File: src/rtl/up_loader_ctrl.sv
// up_loader_ctrl: buffers a 256-byte program image from a valid/ready byte
// stream, replays it to up_core's serial load port (byte 255 first), then
// paces the core's active-low interrupt with a periodic pulse while in RUN.
module up_loader_ctrl #(
   parameter int INT_PERIOD = 100,
   parameter int INT_LOW    = 50,
   parameter bit INT_EN     = 1'b1
) (
   input  logic       clk,
   input  logic       rst,
   input  logic       start,
   input  logic       abort,
   input  logic [7:0] in_data,
   input  logic       in_valid,
   output logic       in_ready,
   output logic       core_load,
   output logic [7:0] core_mem,
   output logic       core_int,
   output logic       busy,
   output logic       done
);

   localparam int            CW       = (INT_PERIOD > 1) ? $clog2(INT_PERIOD) : 1;
   localparam logic [CW-1:0] CNT_LAST = CW'(INT_PERIOD - 1);
   localparam logic [CW-1:0] LOW_FROM = CW'(INT_PERIOD - INT_LOW);

   typedef enum logic [2:0] {
      S_IDLE,
      S_FILL,
      S_PREP,
      S_STREAM,
      S_RUN
   } state_t;

   state_t        state_q, state_d;
   logic [7:0]    wr_ptr_q, wr_ptr_d;
   logic [8:0]    rd_cnt_q, rd_cnt_d;
   logic [CW-1:0] cnt_q, cnt_d;
   logic          in_ready_q, in_ready_d;
   logic          core_load_q, core_load_d;
   logic [7:0]    core_mem_q, core_mem_d;
   logic          core_int_q, core_int_d;
   logic          busy_q, busy_d;
   logic          done_q, done_d;

   logic [7:0]    img_mem [0:255];
   logic [7:0]    rd_data_q;
   logic [7:0]    rd_addr;
   logic          wr_en;
   logic [CW-1:0] cnt_inc;
   logic          in_busy_state;

   // Buffer control: write on handshake, read address runs one byte ahead
   // of the byte being presented so the registered read is always ready.
   always_comb begin
      wr_en         = (state_q == S_FILL) && in_valid && in_ready_q;
      rd_addr       = (state_q == S_PREP) ? 8'hFF : (8'd254 - rd_cnt_q[7:0]);
      cnt_inc       = (cnt_q == CNT_LAST) ? '0 : cnt_q + 1'b1;
      in_busy_state = (state_q == S_FILL) || (state_q == S_PREP) ||
                      (state_q == S_STREAM);
   end

   // Image buffer with synchronous write and registered read.
   always_ff @(posedge clk) begin
      if (wr_en) begin
         img_mem[wr_ptr_q] <= in_data;
      end
      rd_data_q <= img_mem[rd_addr];
   end

   // Next-state and next-output logic; abort is applied last so it wins.
   always_comb begin
      state_d     = state_q;
      wr_ptr_d    = wr_ptr_q;
      rd_cnt_d    = rd_cnt_q;
      cnt_d       = cnt_q;
      in_ready_d  = in_ready_q;
      core_load_d = core_load_q;
      core_mem_d  = core_mem_q;
      core_int_d  = core_int_q;
      busy_d      = busy_q;
      done_d      = done_q;

      case (state_q)
         S_IDLE, S_RUN: begin
            if (state_q == S_RUN) begin
               cnt_d      = cnt_inc;
               core_int_d = ~(INT_EN & (cnt_inc >= LOW_FROM));
            end
            if (start) begin
               state_d    = S_FILL;
               wr_ptr_d   = '0;
               rd_cnt_d   = '0;
               cnt_d      = '0;
               in_ready_d = 1'b1;
               busy_d     = 1'b1;
               done_d     = 1'b0;
               core_int_d = 1'b1;
            end
         end
         S_FILL: begin
            if (wr_en) begin
               wr_ptr_d = wr_ptr_q + 8'd1;
               if (wr_ptr_q == 8'hFF) begin
                  state_d    = S_PREP;
                  in_ready_d = 1'b0;
               end
            end
         end
         S_PREP: begin
            state_d  = S_STREAM;
            rd_cnt_d = '0;
         end
         S_STREAM: begin
            if (rd_cnt_q[8]) begin
               state_d     = S_RUN;
               core_load_d = 1'b0;
               core_mem_d  = '0;
               busy_d      = 1'b0;
               done_d      = 1'b1;
               cnt_d       = '0;
               core_int_d  = 1'b1;
            end else begin
               core_load_d = 1'b1;
               core_mem_d  = rd_data_q;
               rd_cnt_d    = rd_cnt_q + 9'd1;
            end
         end
         default: begin
            state_d = S_IDLE;
         end
      endcase

      if (abort && in_busy_state) begin
         state_d     = S_IDLE;
         in_ready_d  = 1'b0;
         core_load_d = 1'b0;
         core_mem_d  = '0;
         busy_d      = 1'b0;
         done_d      = 1'b0;
         core_int_d  = 1'b1;
      end
   end

   // State and registered outputs.
   always_ff @(posedge clk) begin
      if (rst) begin
         state_q     <= S_IDLE;
         wr_ptr_q    <= '0;
         rd_cnt_q    <= '0;
         cnt_q       <= '0;
         in_ready_q  <= 1'b0;
         core_load_q <= 1'b0;
         core_mem_q  <= '0;
         core_int_q  <= 1'b1;
         busy_q      <= 1'b0;
         done_q      <= 1'b0;
      end else begin
         state_q     <= state_d;
         wr_ptr_q    <= wr_ptr_d;
         rd_cnt_q    <= rd_cnt_d;
         cnt_q       <= cnt_d;
         in_ready_q  <= in_ready_d;
         core_load_q <= core_load_d;
         core_mem_q  <= core_mem_d;
         core_int_q  <= core_int_d;
         busy_q      <= busy_d;
         done_q      <= done_d;
      end
   end

   assign in_ready  = in_ready_q;
   assign core_load = core_load_q;
   assign core_mem  = core_mem_q;
   assign core_int  = core_int_q;
   assign busy      = busy_q;
   assign done      = done_q;

endmodule
File: config.mk
export PLATFORM = sky130hd
export DESIGN_NAME = up_loader_ctrl
export DESIGN_NICKNAME = d
export VERILOG_FILES = /design/src/rtl/up_loader_ctrl.sv
export SDC_FILE = /design/constraint.sdc
export NUM_CORES = 2
export LEC_CHECK = 0
export ABC_AREA = 1
export ABC_CLOCK_PERIOD_IN_PS = 4500
export CORE_ASPECT_RATIO = 1.75
export CORE_MARGIN = 5
export CORE_UTILIZATION = 25
export CTS_BUF_LIST = sky130_fd_sc_hd__clkbuf_4
export CTS_CLUSTER_SIZE = 20
export DETAILED_ROUTE_END_ITERATION = 16
export PLACE_DENSITY = 0.42
export SKIP_LAST_GASP = 1
export SYNTH_ARGS = -nofsm -noshare
export SYNTH_HDL_FRONTEND = slang
export SYNTH_SLANG_ARGS = --single-unit
export TNS_END_PERCENT = 50
File: constraint.sdc
create_clock -name clk -period 4.5 [get_ports clk]
set_input_delay 0.9 -clock clk [delete_from_list [all_inputs] [get_ports clk]]
set_output_delay 0.9 -clock clk [all_outputs]
set_load 0.02 [all_outputs]
==> out/qor.yml <==
logic_synthesis:
  synth_common_cells: "2153 x nand3_1, 2048 x edfxtp_1, 1483 x nand2_1"
  synth.distinct_cells: 40
  yosys.cell_count.top_type: "nand3_1"
  synth-edff-count: 2048
  yosysWarnings: 0
  synth_area_leaders: "edfxtp_1 66%, nand3_1 12%, nand2_1 6.0%, nand3b_1 4.9%, inv_1 4.3%"
  synth_top_area_share_pct: 66.38
  yosysTopAreaCell: "edfxtp_1"
  syn-num-nets: 8551
  synthFlopType: "edfxtp_1"
  yosysSeqAreaShare_pct: 67.42
  ys_async_sr_fraction_pct: 0
  ys_ff_latch: 2096
  syn-cell-area_mm2: 0.09265
  syn_area_per_cell_um2: 10.86
  syn_inst: 8530
pwr:
  power_density_mw_per_mm2: 374.7
  internal_power_mw: 29.42
  power_mw: 39.92
  switching_share_pct: 26.28
  leakagePower_nw: 39.81
  clkPwrFrac_pct: 37.7
  p_comb_share_pct: 8.5
  seqPwrFrac_pct: 53.8
  vdd_ir_drop_max_v: 0.0001838
  switchingPower_mw: 10.49
finish:
  fillCellCount: 38770
  num-nets-final: 8927
  area_growth_syn_to_layout_pct: 15.00
  final_area_mm2: 0.1065
  drive_gt1_share_pct: 13.30
worst_setup_path:
  crit_fanout: 232
  path_cells: "inv_2 -> nand3_4 -> buf_12 -> buf_12 -> nand3_1 -> nand2_1 -> nand2_1 -> nand3_1 -> nand3_1 -> nand3_1 -> nand3_1 -> nand3_1 -> nand3_1 -> nand2_1"
  critPathTopFamily: "simple AND/OR/NAND/NOR gates"
  setup.worst_path.class: "reg -> reg"
  max_stage_delay_ns: 0.63
  cp_num_buf_inv: 3
  critPathRequiredTime_ns: 5.76
  critical_path.slowest_cell: "buf_12"
  path_common_cell: "nand3_1"
  cp-end-kind: "flip-flop"
  start_kind: "flip-flop"
  cp.arrival_ns: 5.16
placement:
  placed_cell_area_mm2: 0.1006
  place_congestion: 0.8765
  dp_slack_ns: 0.7873
  dp_hpwl_um: 206700
  io_buffers: 25
clocking:
  path_clk_slew_ns: 0.07
  cts_htree_levels: 5
  cts_buffer_depth: 4
  cts_num_sinks: 2096
  root_buffer: "clkbuf_4"
  numCtsBuffers: 468
  cts_tree: "built"
  cts_resized: 0
  clock_latency_ns: 1.39
grt:
  grt-busiest-layer: "met2"
  antenna_found_initial: 14
  grtUsageMet2_pct: 31.02
  grt_max_degree: 233
  grtUsageMet1_pct: 17.49
  grt.total_usage_pct: 16.64
  met3_usage_pct: 1.928
  grt_pass1_vias: 68580
  overflow: 0
  grt_first_pass_wirelength_um: 472700
floorplanning:
  io_pins: 26
  dieArea_mm2: 0.3833
  start_util_pct: 25.10
  num_rows: 295
  core_area_mm2: 0.3691
  die_h_um: 815.3
  die_x_um: 470.2
timing:
  rsz0062_at_grt: "no"
  worst_slack_ns: 0.6072
  finalSetupViolations: 0
  finClkSkew_ns: 0.1103
  finalHoldViolCount: 0
  min_period_ns: 3.893
  timing.fmax_mhz: 256.9
  worst_slew_pin_slew_ns: 1.214
  slew_headroom_pct: 19.09
  hold_ws_ns: 0.2603
  setup_tns_ns: 0
  period_share_pct: 86.51
  finalMaxSlewViolations: 0
routing:
  avgViaCountPerCell: 4.616
  firstDrtPassIters: 6
  drt-total-wl_um: 330000
  ant_nets: 0
  routedWlPerCell_um: 23.28
  drt_iter0_drc: 4422
  drc: 0
  via_count: 65430
min_path:
  min_path_type: "in -> reg"
status:
  outcome: "finished clean"
flow_run:
  drv_cap: 0
## per-stage QoR
step | utilization (%) | instances
4_1_cts | 28.86 | 14160
5_1_grt | 28.86 | 14170
3_3_place_gp | 27.25 | 13330
2_1_floorplan | - | 8530
6_report | 28.86 | 14180
3_5_place_dp | 27.25 | 13330
## logic make-up after synthesis
group                    count (synthesis)  synth area share [%]
XOR/XNOR                                 1              0.009455
buffers and inverters                 1667                 7.452
adder cells (fa/ha/maj)                  8                0.1080
AO/OA/AOI/OAI                           88                0.6091
flip-flops                            2096                 67.42
AND/OR/NAND/NOR                       4670                 24.40
## final timing paths
| kind | from | to | slack (ns) | cells past startpoint |
|---|---|---|---|---|
| worst max register to register | state_q[0] | rd_data_q[5] | 0.61 | 14 |
| worst max-delay path | state_q[0] | rd_data_q[5] | 0.61 | 14 |
| worst min register to register | core_mem[2] | core_mem[2] | 0.47 | 2 |
| worst min-delay path | start | state_q[0] | 0.26 | 3 |
## state kept, by name, summed over array words and instances, names as in the netlist
name / count
busy: 1
cnt_q: 7
core_int: 1
core_load: 1
core_mem: 8
done: 1
img_mem: 2048
in_ready: 1
rd_cnt_q: 9
rd_data_q: 8
state_q: 3
wr_ptr_q: 8
## per-layer routing
| layer | up-vias | part of all wire (%) | wire length, um |
|---|---|---|---|
| met3 | 704 | 3.7 | 12190 |
| li1 | 30250 | - | - |
| met2 | 1894 | 53 | 173700 |
| met5 | - | 0.021 | 68 |
| met4 | 8 | 7.4 | 24440 |
| met1 | 32570 | 36 | 119600 |
## what timing repair did
| action | 4_1_cts | 5_1_grt |
|---|---|---|
| setup endpoints to repair | 0 | 0 |
| hold endpoints to repair | 256 | 0 |
| buffers inserted | 0 | 0 |
| hold buffers | 8 | 0 |
## placed cells by master (no fill, tap or decap), types with 9 or more instances in the layout
master	Yosys	final
a21oi_1	32	32
buf_12	0	54
buf_4	25	408
bufinv_16	0	9
clkbuf_4	0	650
clkdlybuf4s50_1	0	17
clkinv_1	0	122
clkinv_2	0	34
dfxtp_1	48	47
diode_2	0	12
edfxtp_1	2048	2048
inv_1	1072	1071
nand2_1	1483	1474
nand3_1	2153	2144
nand3b_1	603	603
nor2_1	388	385
nor3_1	10	10
o2111ai_1	16	16
o211ai_1	17	17
o21ai_0	12	12
or2_2	16	16
## area by class of cell
cell class                      instances  area (um2)  share of cell area [%]
Tap cell                             4900        6131                   5.754
Multi-Input combinational cell       4767       23460                   22.02
Timing Repair Buffer                  495        4514                   4.237
Clock inverter                        177       988.4                  0.9278
Inverter                             1078        4071                   3.821
Clock buffer                          650        4880                   4.580
Antenna cell                           12       30.03                 0.02819
Sequential cell                      2096       62460                   58.63
## power groups by stage
stage	clock network (mW)	registers, mW	logic (mW)
after floorplan	0	21.9	1.87
after global placement	0	21.9	3.48
after detailed placement	0	21.9	3.44
after CTS	15.7	21.5	3.46
after global routing	16.5	21.4	3.69
final	15.1	21.5	3.39
## worst register-to-register path, cell delays in order (launching register included)
cell     delay (ns)
dfxtp_1        0.38
inv_2          0.07
nand3_4        0.33
buf_12         0.33
buf_12         0.66
nand3_1        0.50
nand2_1        0.14
nand2_1        0.06
nand3_1        0.12
nand3_1        0.14
nand3_1        0.14
nand3_1        0.42
nand3_1        0.29
nand3_1        0.12
nand2_1        0.11
No activity file was read; power rests on OpenSTA's default activity.
